`config.mk`:
```
export PLATFORM = sky130hd
export DESIGN_NAME = cmd_sequencer
export DESIGN_NICKNAME = d
export VERILOG_FILES = /design/src/rtl/cmd_sequencer.sv
export SDC_FILE = /design/constraint.sdc
export NUM_CORES = 1
export LEC_CHECK = 0
export CORE_ASPECT_RATIO = 0.7
export CORE_MARGIN = 2
export CORE_UTILIZATION = 42
export DETAILED_ROUTE_END_ITERATION = 8
export PLACE_DENSITY = 0.84
export REMOVE_ABC_BUFFERS = 1
export SYNTH_ARGS = -nofsm -noshare
export SYNTH_HDL_FRONTEND = slang
export SYNTH_SLANG_ARGS = --single-unit
```
`constraint.sdc`:
```
create_clock -name clk -period 2.1 [get_ports clk]
set_clock_uncertainty 0.2 [all_clocks]
set_input_delay 0.42 -clock clk [delete_from_list [all_inputs] [get_ports clk]]
set_output_delay 0.42 -clock clk [all_outputs]
set_load 0.01 [all_outputs]
```
`src/rtl/cmd_sequencer.sv`:
```
// Command word sequencer: decodes BANK/OUT words, issues bank writes
// and holds output commands until accepted downstream.
module cmd_sequencer #(
    parameter int ERR_CNT_W  = 16,
    parameter int CHECK_RSVD = 1
) (
    input  logic                 clk,
    input  logic                 rst_n,
    input  logic                 cmd_valid,
    output logic                 cmd_ready,
    input  logic [31:0]          cmd_data,
    output logic                 bank_we,
    output logic [1:0]           bank_sel,
    output logic [7:0]           bank_wdata,
    output logic                 out_valid,
    input  logic                 out_ready,
    output logic [4:0]           out_data,
    output logic                 busy,
    output logic                 err_pulse,
    output logic [ERR_CNT_W-1:0] err_count
);

    typedef enum logic [1:0] {
        IDLE,
        BANK,
        OUT
    } state_t;

    state_t     state;
    logic       live;
    logic [3:0] mask;
    logic [7:0] value;

    logic       accept;
    logic       id_bank;
    logic       id_out;
    logic       rsvd_bank;
    logic       rsvd_out;
    logic       bad;

    function automatic logic [1:0] lsb_idx(input logic [3:0] m);
        logic [1:0] idx;
        idx = 2'd0;
        if (m[0])      idx = 2'd0;
        else if (m[1]) idx = 2'd1;
        else if (m[2]) idx = 2'd2;
        else if (m[3]) idx = 2'd3;
        return idx;
    endfunction

    function automatic logic [3:0] clr_lsb(input logic [3:0] m);
        return m & (m - 4'd1);
    endfunction

    // live keeps cmd_ready low until the first edge after reset release
    assign cmd_ready = (state == IDLE) && live;
    assign busy      = (state != IDLE);
    assign accept    = cmd_valid && cmd_ready;

    assign id_bank   = (cmd_data[31:28] == 4'h0);
    assign id_out    = (cmd_data[31:28] == 4'h1);
    assign rsvd_bank = (CHECK_RSVD != 0) &&
                       ((|cmd_data[27:16]) || (|cmd_data[7:4]));
    assign rsvd_out  = (CHECK_RSVD != 0) && (|cmd_data[27:5]);
    assign bad       = !(id_bank && !rsvd_bank) &&
                       !(id_out && !rsvd_out);

    always_ff @(posedge clk or negedge rst_n) begin
        if (!rst_n) begin
            state      <= IDLE;
            live       <= 1'b0;
            mask       <= 4'd0;
            value      <= 8'd0;
            bank_we    <= 1'b0;
            bank_sel   <= 2'd0;
            bank_wdata <= 8'd0;
            out_valid  <= 1'b0;
            out_data   <= 5'd0;
            err_pulse  <= 1'b0;
            err_count  <= '0;
        end else begin
            live      <= 1'b1;
            err_pulse <= 1'b0;
            unique case (state)
                IDLE: begin
                    if (accept) begin
                        if (bad) begin
                            err_pulse <= 1'b1;
                            if (!(&err_count))
                                err_count <= err_count + ERR_CNT_W'(1);
                        end else if (id_bank) begin
                            if (cmd_data[3:0] != 4'd0) begin
                                state      <= BANK;
                                bank_we    <= 1'b1;
                                bank_sel   <= lsb_idx(cmd_data[3:0]);
                                bank_wdata <= cmd_data[15:8];
                                value      <= cmd_data[15:8];
                                mask       <= clr_lsb(cmd_data[3:0]);
                            end
                        end else begin
                            state     <= OUT;
                            out_valid <= 1'b1;
                            out_data  <= cmd_data[4:0];
                        end
                    end
                end
                // first write was issued at accept; mask holds the rest
                BANK: begin
                    if (mask != 4'd0) begin
                        bank_we    <= 1'b1;
                        bank_sel   <= lsb_idx(mask);
                        bank_wdata <= value;
                        mask       <= clr_lsb(mask);
                    end else begin
                        bank_we <= 1'b0;
                        state   <= IDLE;
                    end
                end
                OUT: begin
                    if (out_ready) begin
                        out_valid <= 1'b0;
                        state     <= IDLE;
                    end
                end
                default: state <= IDLE;
            endcase
        end
    end

`ifndef SYNTHESIS
    always @(posedge clk) begin
        if (rst_n && accept)
            assert (!$isunknown(cmd_data))
            else $error("cmd_sequencer: X on cmd_data at accept");
    end
`endif

endmodule

```
==> impl_results.md <==
- Peak VDD IR: 0.260 mV
- Routed vias/inst: 5.57
- Failing checks: negative setup slack
- Reg clk slew, reported paths: 0.09 ns
- Final cell count without fillers: 414
- First-pass GRT wire length: 11,100 um
- Max-Cap Viols: 0
- WP data arrival: 2.22 ns
- Initial antenna violation count: 0
- # placed instances: 393
- Pre-CTS WS: -0.753 ns
- Post-route DRC: 0
- Setup violations, final: 30
- Total power: 2.08 mW
- Vias in the first global route: 2,188
- Core area: 5370 sq um
- Fmax: 452 MHz
- Root Driver: clkbuf_8
- CP Class: reg2reg
- Wire per inst: 19.2 um
- CTS tree: yes
- CP Capture Type: flip-flop
- Gr usage total: 23.5%
- CTS sink count: 48
- DP HPWL: 4700 um
- RSZ-0062 raised after global routing: yes
- EDFF count, synth: 0
- Area grow syn2layout: 63.0%
- Nets: 379
- Iteration-0 DRC Markers: 160
- GR Overflow Total: 0
- Synth cell types: 39
- Synth warn: 0
- ANT cells: 0
- Total wire length: 7930 um
- Synth area leader: dfrtp_1
- Ports: 72
- Clk_lat worst skew: 0.30 ns
- I/O Buffers: 71
- Post-synth top flop: dfrtp_1
- Routability congestion estimate: 0.880
- Clock buffer depth: 2
- CTS buffer count: 5
- Seq/Total Area, Yosys: 50.2%
- Vert. Die Dim: 67.2 um
- Status: finished with violations
- Initial Util: 44.6%
- Synth top area share: 50.2%
- H-Tree Depth: 2
- CP max FO: 6
- Crit start category: flip-flop
- Pin count of the biggest net entering global routing: 49
- Die ar.: 6330 sq um
- Pleak: 1.86 nW
- Post-Syn Area: 2390 sq um
- Layout cell share with drive strength beyond 1: 35.7%
- Via count: 2,306
- Slew Viols, Final: 0
- Ys async rst share: 100%
- Die X: 94.3 um
- Fin. Hold Viols: 0
- Fin worst setup slack: -0.113 ns
- Top post-synthesis cells by area: dfrtp_1 50%, mux2_2 7.5%, mux2_4 5.6%, nand2_1 5.0%, xor2_1 4.8%
- Power density over the cells: 533 nW/um^2
- Syn Inst Count: 222
- Final Critical Period: 2.21 ns
- Hold crit path type: in2reg
- Critical path required time: 2.11 ns
- Antenna Nets Post-Route: 0
- Drt first pass iters: 4
- Final Cycle Share: 105%
- Num rows: 22
- Yosys reg bits: 48
- Syn_area_per_cell: 10.8 sq um
[synthesized netlist by cell type, types with 2 or more instances]
cell	count
xor2_1	13
nand2_1	32
nor3_1	11
nand2b_1	2
nand3_1	8
clkbuf_1	4
o21ai_0	8
buf_2	2
inv_1	6
and2_1	2
nor2_1	10
o31ai_1	3
a21oi_1	4
nor4b_1	2
nand4_1	8
nor4_2	2
mux2i_1	2
mux2_4	9
mux2_2	16
and3_1	2
dfrtp_1	48
nor2b_1	3
nor4_1	9
[per-stage QoR]
step | util [%] | instance area, sq um | TNS (ns) | hold WS [ns]
2_1_floorplan | - | 2360 | -8.25 | -0.0756
3_3_place_gp | 64.1 | 3440 | -24.21 | 0.219
3_5_place_dp | 64.1 | 3440 | -28.09 | 0.220
4_1_cts | 69.9 | 3750 | -0.00273 | 0.229
5_1_grt | 72.7 | 3900 | -3.25 | 0.161
6_report | 72.7 | 3900 | -0.757 | 0.181
[final timing paths]
path | from | to | slack, ns | cells past startpoint
min reg2reg | err_count[14] | err_count[14] | 0.29 | 1
min in group asynchronous | rst_n | err_count[9] | 0.42 | 3
min | cmd_data[10] | value[2] | 0.18 | 2
max reg2reg | err_count[2] | err_count[15] | -0.11 | 5
max | err_count[2] | err_count[15] | -0.11 | 5
max in group asynchronous | rst_n | value[5] | 1.03 | 3
[cell families after synthesis]
| logic type | Yosys count | share of synthesized area (%) |
|---|---|---|
| flops | 48 | 50.2 |
| xor+xnor | 14 | 5.12 |
| mux | 27 | 14.0 |
| compound gates | 22 | 6.01 |
| other cells | 1 | 0.157 |
| buf+inv | 13 | 2.46 |
| simple gates | 96 | 21.6 |
| fa+ha+maj | 1 | 0.522 |
[routing by layer]
| metal | wire length, um | track usage (%) | up-vias |
|---|---|---|---|
| met5 | 0 | 0 | - |
| met4 | 226 | 5.07 | 0 |
| met3 | 598 | 5.80 | 23 |
| met2 | 3900 | 38.6 | 107 |
| met1 | 3210 | 32.0 | 1135 |
| li1 | - | - | 1041 |
[where the power goes]
group          internal (mW)  total, mW  switching [mW]
sequential             0.978       1.06          0.0785
combinational          0.243      0.456           0.212
clock                  0.263      0.568           0.305
[critical path, cell delays in order (launching register included)]
cell	delay [ns]
dfrtp_1	0.47
nand4_1	0.27
nor2_2	0.27
nand3_1	0.35
nor4_4	0.34
xor2_1	0.22
[sequential cells by signal (all words and copies together), names as in the netlist]
name	cells
err_count	16
bank_wdata	8
value	8
out_data	5
mask	3
bank_sel	2
state	2
bank_we	1
err_pulse	1
live	1
out_valid	1
[cell type report]
class / instances / area, sq um
Clock buffer: 6 / 82.6
Clock inverter: 1 / 8.76
Fill cell: 349 / 1470
Inverter: 6 / 22.5
Multi-Input combinational cell: 162 / 1360
Sequential cell: 48 / 1200
Tap cell: 72 / 90.1
Timing Repair Buffer: 119 / 1140
[placed cells by master, fill, tap and decap left out, types with 5 or more instances in the layout]
master / synthesis / layout
nand4_1: 8 / 8
o21ai_0: 8 / 8
nand3_1: 8 / 7
buf_6: 1 / 12
buf_4: 0 / 32
xor2_1: 13 / 13
nor2_1: 10 / 7
nand2_1: 32 / 31
inv_1: 6 / 6
mux2_2: 16 / 15
dfrtp_1: 48 / 48
nor4_2: 2 / 5
mux2_4: 9 / 10
clkbuf_8: 0 / 6
nor3_2: 0 / 8
clkdlybuf4s50_1: 0 / 40
dlygate4sd2_1: 0 / 18
nor4_4: 0 / 5
[what timing repair did]
action                                  in CTS  in global routing
resized for setup                           67                 38
hold endpoints to repair                    48                  0
cloned                                       2                  0
buffers inserted                            11                  2
endpoints found under the setup margin      49                 46
pin swaps                                   16                 11
hold buffers                                 1                  0
Note: power is estimated with default switching activity, not from simulation.
